## src/rtl/mem_bus_arbiter.sv

```systemverilog
// mem_bus_arbiter
//
// Shares one downstream memory bus between an instruction-fetch port (I) and
// a load/store data port (D). In IDLE the winning request is latched into the
// registered m_* fields. The arbiter stays busy until the memory returns both
// m_addr_ok and m_data_ok. The response is then routed back to the owner with a
// single-cycle combinational completion pulse.
//
// Ports:
//   clk, rst             clock, asynchronous active-high reset
//   i_valid, i_addr      port-I request (held until i_data_ok)
//   i_addr_ok/i_data_ok  port-I completion pulse (identical)
//   i_data               32-bit instruction word selected by latched m_addr[2]
//   d_valid, d_addr, d_size, d_strobe, d_wdata
//                        port-D request (held until d_data_ok)
//   d_addr_ok/d_data_ok  port-D completion pulse (identical)
//   d_data               port-D read data (m_rdata pass-through)
//   m_valid, m_addr, m_size, m_strobe, m_wdata
//                        registered downstream request
//   m_addr_ok, m_data_ok, m_rdata
//                        downstream acknowledgement and read data
//   cnt_i, cnt_d         per-port completion counters (wrap)
//
// Configuration macro: ARB_ROUND_ROBIN_EN
//   undefined: D has fixed priority over I on simultaneous requests
//   defined:   on a conflict, the port not granted last wins

module mem_bus_arbiter #(
  parameter int unsigned ADDR_W = 64,
  parameter int unsigned DATA_W = 64,
  parameter int unsigned CNT_W  = 32
) (
  input  logic                clk,
  input  logic                rst,
  // port I
  input  logic                i_valid,
  input  logic [ADDR_W-1:0]   i_addr,
  output logic                i_addr_ok,
  output logic                i_data_ok,
  output logic [31:0]         i_data,
  // port D
  input  logic                d_valid,
  input  logic [ADDR_W-1:0]   d_addr,
  input  logic [2:0]          d_size,
  input  logic [DATA_W/8-1:0] d_strobe,
  input  logic [DATA_W-1:0]   d_wdata,
  output logic                d_addr_ok,
  output logic                d_data_ok,
  output logic [DATA_W-1:0]   d_data,
  // downstream
  output logic                m_valid,
  output logic [ADDR_W-1:0]   m_addr,
  output logic [2:0]          m_size,
  output logic [DATA_W/8-1:0] m_strobe,
  output logic [DATA_W-1:0]   m_wdata,
  input  logic                m_addr_ok,
  input  logic                m_data_ok,
  input  logic [DATA_W-1:0]   m_rdata,
  // counters
  output logic [CNT_W-1:0]    cnt_i,
  output logic [CNT_W-1:0]    cnt_d
);

  typedef enum logic [1:0] {IDLE, BUSY_I, BUSY_D} state_t;

  state_t state;
  logic   mem_done;
  logic   grant_d;

  // A transaction ends only when both handshakes are seen together.
  assign mem_done = m_addr_ok & m_data_ok;

  assign i_addr_ok = (state == BUSY_I) & mem_done;
  assign i_data_ok = i_addr_ok;
  assign d_addr_ok = (state == BUSY_D) & mem_done;
  assign d_data_ok = d_addr_ok;

  assign d_data = m_rdata;
  // Fetch word is picked with the latched address, not the live request.
  assign i_data = m_addr[2] ? m_rdata[63:32] : m_rdata[31:0];

`ifdef ARB_ROUND_ROBIN_EN
  logic last_d;  // 1 when D received the most recent grant

  assign grant_d = d_valid & (~i_valid | ~last_d);
`else
  assign grant_d = d_valid;
`endif

  always_ff @(posedge clk or posedge rst) begin
    if (rst) begin
      state    <= IDLE;
      m_valid  <= 1'b0;
      m_addr   <= '0;
      m_size   <= '0;
      m_strobe <= '0;
      m_wdata  <= '0;
      cnt_i    <= '0;
      cnt_d    <= '0;
`ifdef ARB_ROUND_ROBIN_EN
      last_d   <= 1'b0;
`endif
    end else begin
      unique case (state)
        IDLE: begin
          if (grant_d) begin
            state    <= BUSY_D;
            m_valid  <= 1'b1;
            m_addr   <= d_addr;
            m_size   <= d_size;
            m_strobe <= d_strobe;
            m_wdata  <= d_wdata;
`ifdef ARB_ROUND_ROBIN_EN
            last_d   <= 1'b1;
`endif
          end else if (i_valid) begin
            state    <= BUSY_I;
            m_valid  <= 1'b1;
            m_addr   <= i_addr;
            m_size   <= 3'b010;
            m_strobe <= '0;
            m_wdata  <= '0;
`ifdef ARB_ROUND_ROBIN_EN
            last_d   <= 1'b0;
`endif
          end
        end
        BUSY_I: begin
          if (mem_done) begin
            state   <= IDLE;
            m_valid <= 1'b0;
            cnt_i   <= cnt_i + CNT_W'(1);
          end
        end
        BUSY_D: begin
          if (mem_done) begin
            state   <= IDLE;
            m_valid <= 1'b0;
            cnt_d   <= cnt_d + CNT_W'(1);
          end
        end
        default: begin
          state   <= IDLE;
          m_valid <= 1'b0;
        end
      endcase
    end
  end

endmodule

```

## config.mk

```make
export PLATFORM = sky130hd
export DESIGN_NAME = mem_bus_arbiter
export DESIGN_NICKNAME = d
export VERILOG_FILES = /design/src/rtl/mem_bus_arbiter.sv
export SDC_FILE = /design/constraint.sdc
export NUM_CORES = 1
export LEC_CHECK = 0
export CAP_MARGIN = 20
export CORE_AREA = 5 5 219 221
export DETAILED_ROUTE_END_ITERATION = 8
export DIE_AREA = 0 0 224 226
export HOLD_SLACK_MARGIN = 0.15
export PLACE_DENSITY = 0.47
export SYNTH_ARGS = -nofsm -noshare
export SYNTH_HDL_FRONTEND = slang
export SYNTH_SLANG_ARGS = --single-unit
```

## constraint.sdc

```tcl
create_clock -name clk -period 9.05 [get_ports clk]
set_input_delay 1.81 -clock clk [delete_from_list [all_inputs] [get_ports clk]]
set_output_delay 1.81 -clock clk [all_outputs]
set_load 0.1 [all_outputs]
```

==> results.md, run 1 <==
- The flow ran to the end, and the final reports show no timing, DRC or antenna violations.
- The setup slack of the most critical reg-to-reg path is 6.19 ns.
- The number of different library cells in the post-synthesis netlist is 37.
- The overall power consumption is 6.98 mW.
- The largest family of logic cells by synthesized area is compound AO/OA/AOI/OAI gates.
- The post-layout instance area is 16200 µm².
- In this run the critical register-to-register path is captured at m_addr[40].
- Static timing analysis puts the maximum clock frequency at 170 MHz.
- The post-synthesis compound-gate area fraction came to 0.108.
- The finished layout holds 1944 standard cells, fillers aside.
- The most used flip-flop cell after synthesis is dfrtp_1.
- The die covers 50600 µm².
- The final core utilization is 0.353.
- Using the TritonRoute via totals, the vias-per-cell ratio works out to a little over 4.
- The library cell with the largest summed area after synthesis is dfrtp_1.
- The placeable core region is 46000 µm².
- The final layout contains routed wiring with a total length of 39500 µm.
- The cell type group with the largest total delay on the critical path is buffers and inverters.
- The placement row count is between 70 and 80.
- The first global-routing pass estimated between 50000 and 60000 µm of wire.
- The HPWL reported at the end of detailed placement is 31100 µm.
- The number of iterations in the first detailed-routing pass is 5.
- For the finished layout, the period the worst path requires is 5.87 ns.
- The share of the Yosys chip area taken by registers is 0.543.
- Dividing the final minimum period by the clock period gives 0.648.
- The static leakage is approximately 7 nW.
- The top cell type's share of synthesized area is 0.543.
- The average footprint of a synthesized cell is roughly 12 µm².
- In this run the remaining antenna-violating nets after routing total 0.
- CTS built an H-tree with a depth of 1.
- The number of I/O pins is 577.
- Compared with the post-synthesis result, the final layout area differs by 70.9%.
- The maximum ir drop on the vdd rail is 265 µV.
- Of the total synthesized cell area, the portion taken by AND, OR, NAND and NOR gates is 0.102.
- After detailed routing, the number of remaining DRC violations is 0.
- The max-slew violation count was 0.
- For this run, the post-layout net count is 1596.
- The net count after synthesis is 1097.
- Sorting the synthesized cells by area gives the leading types as dfrtp_1 54%, a22o_1 6.8%, mux2i_1 6.8%.
- The startpoint identified for the worst hold timing path is cnt_i[31].
- Counting stages on the worst path, the most repeated cell is clkdlybuf4s50_1.
- The worst setup path category is in -> out.
- For this configuration, the core starts out at a cell density of 0.206.
- The TritonCTS clock tree is done.
- The reg-to-reg startpoint is state[0].
- The overall die width is 224 µm.
- Setup repair after global routing left no endpoint under its margin.
- At the pin with the least slew margin, the transition time is 1.10 ns.
- The post-cts sizing count is 0.
- Traced cell by cell, the critical path runs through clkdlybuf4s50_1 > nand3_1 > inv_1 > clkdlybuf4s50_1.
- The port buffer count is 576.
- The clock sink total is 206.
- The initial antenna violation count is 11.
- The synthesized design contains 206 register bits.
- Entering global routing, the biggest net connects 120 pins.
- The worst setup path is launched from an input pin.
- The required time of the worst setup path is approximately 7.2 ns.
- The highest fanout seen on the critical path is 5.
- Clock skew on the completed layout was measured at 0.00931 ns.
- The number of setup buffers added after CTS is 0.
- The number of enable flip-flop cells after synthesis is 0.
- The final route contains 8084 vias.
- The weighted congestion reported at the end of routability-driven placement is 0.860.
- The cell total after placement is 1897.
- The master cell of the clock root buffer is clkbuf_16.
- Buffers inserted during clock tree synthesis total 25.
- Measured in cells, the most critical reg-to-reg path has a length of 6.
- Of the cells placed in the final design, the portion with a size suffix greater than 1 is 0.0698.
- The iteration-0 DRC count of the detailed router is 225.
- During synthesis, Yosys emitted a total of 0 warnings.
- The adder and majority gate portion of the synthesized area is 0.00659.
- The worst hold-check slack is 0.472 ns.
- STA classifies the critical path endpoint as an output port.
- The tightest min-delay check is of the reg -> reg type.
- The multi-input combinational cells in the finished layout cover a total of between 3000 and 4000 µm².
- The insertion delay to the later sink of the worst-skew pair is 0.52 ns.
- Data on the critical path arrives at its endpoint at 4.06 ns.
- For this run the aggregate overflow at the end of global routing stands at 0.
- The largest stage delay on the critical path is 1.22 ns.
- Setup violations remaining at the end of the flow were counted as 0.
- Along the worst hold path, the cell count comes to 1.
- After detailed placement, the total cell area comes to 15400 µm².
- Summed over all failing endpoints, the final setup total negative slack is 0 ns.
- The number of global-route vias before repair is 8506.
- The normalized max-slew margin is 0.267.
- The portion of synthesized area spent on multiplexers is 0.107.
- Of the total synthesized cell area, the portion taken by XOR and XNOR cells is 0.0572.
- Together, buffers and inverters on the worst path number 3.
- In the global route stage, overall resource usage came out at 0.147.
- The setup slack after layout is 3.18 ns.
- The hold violation total from the final report is 0.
- The sequential cells in the finished layout cover a total of 5150 µm².
- Power spread over the standard cell area amounts to 431 nW/µm².
- The worst slack after detailed placement is 3.14 ns.
- The maximum buffer depth of the clock tree is 3.
- In the final routed layout, each cell accounts on average for around 20 µm.
- The height of the die is 226 µm.
- The tool flagged a number of max-cap violations equal to 0.
- The number of instances in the synthesized netlist is 819.
- In this run, post-CTS hold repair placed 0 buffers.
- The end point of the worst hold path is cnt_i[31].
- On the critical path, the stage with the largest delay is an instance of clkdlybuf4s50_1.
- The async set or reset register ratio after synthesis is 1.00.
- Clock-pin slew was measured on the worst setup and hold paths at 0.05 ns.
- The filler cells instantiated in the layout total around 4600.
- The count of cell instances traversed by the critical path is 4.
- In this run the cell area of the synthesized design comes to 9490 µm².
-- worst max-delay path by stage --
| stage | startpoint | endpoint | slack, ns |
|---|---|---|---|
| final | m_addr_ok | d_data_ok | 3.18 |
| after detailed placement | m_addr_ok | d_data_ok | 3.14 |
| after global routing | m_addr_ok | d_data_ok | 3.07 |
| after CTS | m_addr_ok | d_data_ok | 3.13 |
| after global placement | m_addr_ok | d_data_ok | 3.15 |
| after floorplan | rst | cnt_d[0] | 1.62 |
-- logic make-up after synthesis --
logic type               after synthesis
buffers and inverters                120
AO/OA/AOI/OAI                        147
multiplexers                          97
flip-flops                           206
XOR/XNOR                              62
adder cells (fa/ha/maj)                5
AND/OR/NAND/NOR                      182
-- registers in the layout, indices dropped and copies added, names as in the netlist --
| register | cells |
|---|---|
| m_addr | 64 |
| m_wdata | 64 |
| cnt_d | 32 |
| cnt_i | 32 |
| m_strobe | 8 |
| m_size | 3 |
| state | 2 |
| m_valid | 1 |
-- cells in the mapped netlist (all sizes together), types with 2 or more instances --
master / number
a22o: 74
xnor2: 55
mux2i: 64
a21oi: 5
nand3: 25
and4: 4
mux2: 33
ha: 5
nand4: 28
buf: 86
dfrtp: 206
nor3: 4
o21ai: 65
nor3b: 2
xor2: 7
and2: 2
nor2: 6
clkbuf: 26
nand2: 88
and3: 16
inv: 8
nor4: 4
-- cell type report --
cell class / count / share of cell area
sequential: 206 / 0.318
timing repair buffer: 584 / 0.359
clock inverter: 3 / 0.00270
clock buffer: 39 / 0.0474
multi-input combinational: 493 / 0.223
antenna: 4 / 0.000617
inverter: 8 / 0.00231
tap: 607 / 0.0468
-- per-layer routing --
| layer | vias up | part of all wire | track usage |
|---|---|---|---|
| li1 | 3838 | - | - |
| met1 | 3838 | 0.35 | 0.155 |
| met2 | 352 | 0.54 | 0.280 |
| met3 | 54 | 0.080 | 0.0433 |
| met4 | 2 | 0.024 | 0.0451 |
| met5 | - | 0.00018 | 0 |
-- power by group --
part           switching (mW)  total (mW)  internal [mW]
Sequential              0.192        1.45           1.25
Clock                   0.394        1.00          0.605
Combinational            3.52        4.53           1.02
-- placed cells by master (no fill, tap or decap), types with 6 or more instances in the layout --
cell type,instances
xor2_1,7
nand4_1,26
clkbuf_8,9
xnor2_1,55
mux2_2,33
nor2_1,6
and3_1,15
nand3_1,25
o21ai_0,64
clkdlybuf4s50_1,574
nand2_1,88
buf_4,10
inv_1,7
dfrtp_1,206
a22o_1,74
clkbuf_16,25
mux2i_1,64
-- worst register-to-register path, cell delays in order, from the launching register on --
cell and delay (ns):
dfrtp_1 0.34, inv_1 0.07, ha_1 0.30, o21ai_4 0.08
buf_4 0.68, buf_4 0.90, o21ai_0 0.30
(Power assumes the default switching activity.)
==> inputs of run 2 (changes only) <==
--- a/config.mk
+++ b/config.mk
@@ -6,9 +6,9 @@
 export NUM_CORES = 1
 export LEC_CHECK = 0
 export CAP_MARGIN = 20
-export CORE_AREA = 5 5 219 221
+export CORE_AREA = 5 5 224 226
 export DETAILED_ROUTE_END_ITERATION = 8
-export DIE_AREA = 0 0 224 226
+export DIE_AREA = 0 0 229 231
 export HOLD_SLACK_MARGIN = 0.15
 export PLACE_DENSITY = 0.47
 export SYNTH_ARGS = -nofsm -noshare
==> constraint.sdc (replaced) <==
create_clock -name clk -period 5.19 [get_ports clk]
set_input_delay 1.038 -clock clk [delete_from_list [all_inputs] [get_ports clk]]
set_output_delay 1.038 -clock clk [all_outputs]
set_load 0.1 [all_outputs]
==> results.md, run 2 (synthesis gave the netlist of run 1 again) <==
- The post-layout instance area is 16200 µm².
- The number of I/O pins is 577.
- The hold violation total from the final report is 0.
- The worst register-to-register path has a depth of 5.
- Counting every sink on the clock net gives 206.
- Static timing analysis puts the maximum clock frequency at 245 MHz.
- The number of setup buffers added after CTS is 0.
- Walking the worst path, the cells encountered are mux2_2 > clkdlybuf4s50_1.
- The cell type group with the largest total delay on the critical path is buffers and inverters.
- The number of iterations in the first detailed-routing pass is 4.
- The max-slew violation count is 0.
- The root buffer cell chosen for the clock tree is clkbuf_16.
- The normalized max-slew margin is 0.254.
- The required time of the worst setup path is 4.15 ns.
- The worst path needs about 4.1 ns of the cycle, external delays included.
- The number of hold buffers added after CTS is 0.
- The final layout contains 1598 nets.
- The master of the slowest instance on the critical path is clkdlybuf4s50_1.
- The iteration-0 DRC count of the detailed router is 295.
- Dividing the detail-routed via count by the number of cells gives ~4.1.
- Counting instances, the worst hold path has a depth of 2.
- The highest fanout seen on the critical path is 24.
- The placement row count is 81.
- In this run the power density over the cells is 753 nW/µm².
- The post-CTS clock slew at the launch and capture registers of the worst setup and hold paths is 0.06 ns.
- The fraction of final layout cells with drive strength greater than 1 is 0.0972.
- The overall die width is 229 µm.
- The HPWL reported at the end of detailed placement is ~31000 µm.
- The insertion delay to the later sink of the worst-skew pair is 0.54 ns.
- The area after detailed placement is 15400 µm².
- In this run the deepest clock path goes through 3 buffers.
- The cell total after placement is 1914.
- The via total after detailed routing is 8107.
- The starting density of the core is 0.197.
- The post-cts sizing count is 0.
- The number of global-route vias before repair is around 8700.
- Routability-driven placement finished with a final weighted congestion of 0.784.
- The worst setup path category is reg -> out.
- In this run the number of H-tree levels came out at 1.
- The global routing usage summed across all routing layers is 0.143.
- The TritonCTS clock tree is done.
- The flow ran to the end, and the final reports show no timing, DRC or antenna violations.
- Setup repair after global routing left no endpoint under its margin.
- The worst setup path is captured at an output port.
- The growth of design area from synthesis to finish is 70.5%.
- After floorplanning, the core was sized to cover 48100 µm².
- The initial antenna violation count was 11.
- The measured slew at the worst slew-check pin is 1.11 ns.
- The worst clock skew on the final layout is between 0.01 and 0.015 ns.
- The port buffer count is approximately 580.
- The largest registers in the layout are m_addr: 64 flops, m_wdata: 64 flops.
- The TritonCTS buffer count is 25.
- The die covers 52900 µm².
- For this run, design rule violations remaining after detail routing come to 0.
- The setup slack of the most critical reg-to-reg path is 2.90 ns.
- After the flow finishes, the layout carries non-filler instances totaling 1964.
- The detail-routed net length per standard cell is 20.3 µm.
- Adding up every negative setup slack in the final design gives 0 ns.
- Together, buffers and inverters on the worst path number 1.
- The number of filler cells placed in the layout is 4867.
- The setup-violating endpoint count in the final report is 0.
- The post-route fraction of the period consumed by the critical path is 0.787.
- IR analysis of the VDD net gives a maximum drop of between 400 and 500 µV.
- The height of the die is 231 µm.
- Data arrives at the worst endpoint at between 3 and 4 ns.
- Summed over all layers, the routed wires come to between 30000 and 40000 µm.
- The sort of element at the start of the critical path is a flop.
- The static leakage is slightly below 7 nW.
- The maximum number of pins on one net before global-route repair is 107.
- In this design, the stage delay of the slowest critical-path cell is 1.14 ns.
- The number of antenna-violating nets in the routed design is 0.
- The number of max-cap violations is 0.
- The final global-route overflow total is 0.
- The first global-routing pass estimated 58100 µm of wire.
- The type of the most critical hold path is reg -> reg.
- Leaving out fill and tap cells, the most frequent cell in the layout is clkdlybuf4s50_1.
- The count of cell instances traversed by the critical path is 2.
- In the layout the commonest cells are 542 x clkdlybuf4s50_1, 206 x dfrtp_1, 88 x nand2_1.
run 2: cell types whose count changed in the layout (fill, tap and decap cells not counted), sizes merged:
cell,change
buf,+33
bufinv,-1
clkdlybuf4s50,-32
clkinv,+2
clkinvlp,+1
inv,+2
run 2: layer usage:
layer	wire length, µm	up-vias	global-route usage
met5	0	-	0
met4	1010	0	0.0434
met3	3010	53	0.0418
met2	21200	375	0.269
met1	14700	3844	0.154
li1	-	3835	-
run 2: final timing paths:
path                               to        from
min in group asynchronous     m_valid         rst
max reg2reg                m_wdata[0]    state[0]
min                        m_addr[18]  m_addr[18]
max                         i_data[2]   m_addr[2]
max in group asynchronous  m_wdata[2]         rst
min reg2reg                m_addr[18]  m_addr[18]
run 2: final cells by class:
type | count | area [µm²] | area share
Inverter | 8 | 33.8 | 0.00209
Timing Repair Buffer | 586 | 5780 | 0.357
Multi-Input combinational cell | 493 | 3620 | 0.224
Clock buffer | 38 | 754 | 0.0466
Tap cell | 622 | 778 | 0.0481
Antenna cell | 4 | 10.0 | 0.000619
Sequential cell | 206 | 5150 | 0.319
Clock inverter | 7 | 46.3 | 0.00286
run 2: where the power goes:
part / internal (mW) / switching, mW / leakage (nW)
registers: 2.19 / 0.376 / 2.66
logic: 1.76 / 6.13 / 3.81
clock network: 1.00 / 0.727 / 0.401
run 2: worst reg2reg max path: cells and delay by family, from the launching register on:
kind	cells	cell delay, ns
simple gates	1	0.79
buf+inv	2	0.56
flops	1	0.38
fa+ha+maj	1	0.31
compound gates	1	0.19
run 2: metrics by stage:
stage	worst slack, ns	util	hold WS [ns]	total power, mW
2_1_floorplan	1.48	-	0.519	8.50
3_3_place_gp	1.25	0.319	0.461	10.5
3_5_place_dp	1.24	0.319	0.470	10.5
4_1_cts	1.07	0.336	0.482	12.3
5_1_grt	1.03	0.336	0.491	12.6
6_report	1.11	0.336	0.475	12.2
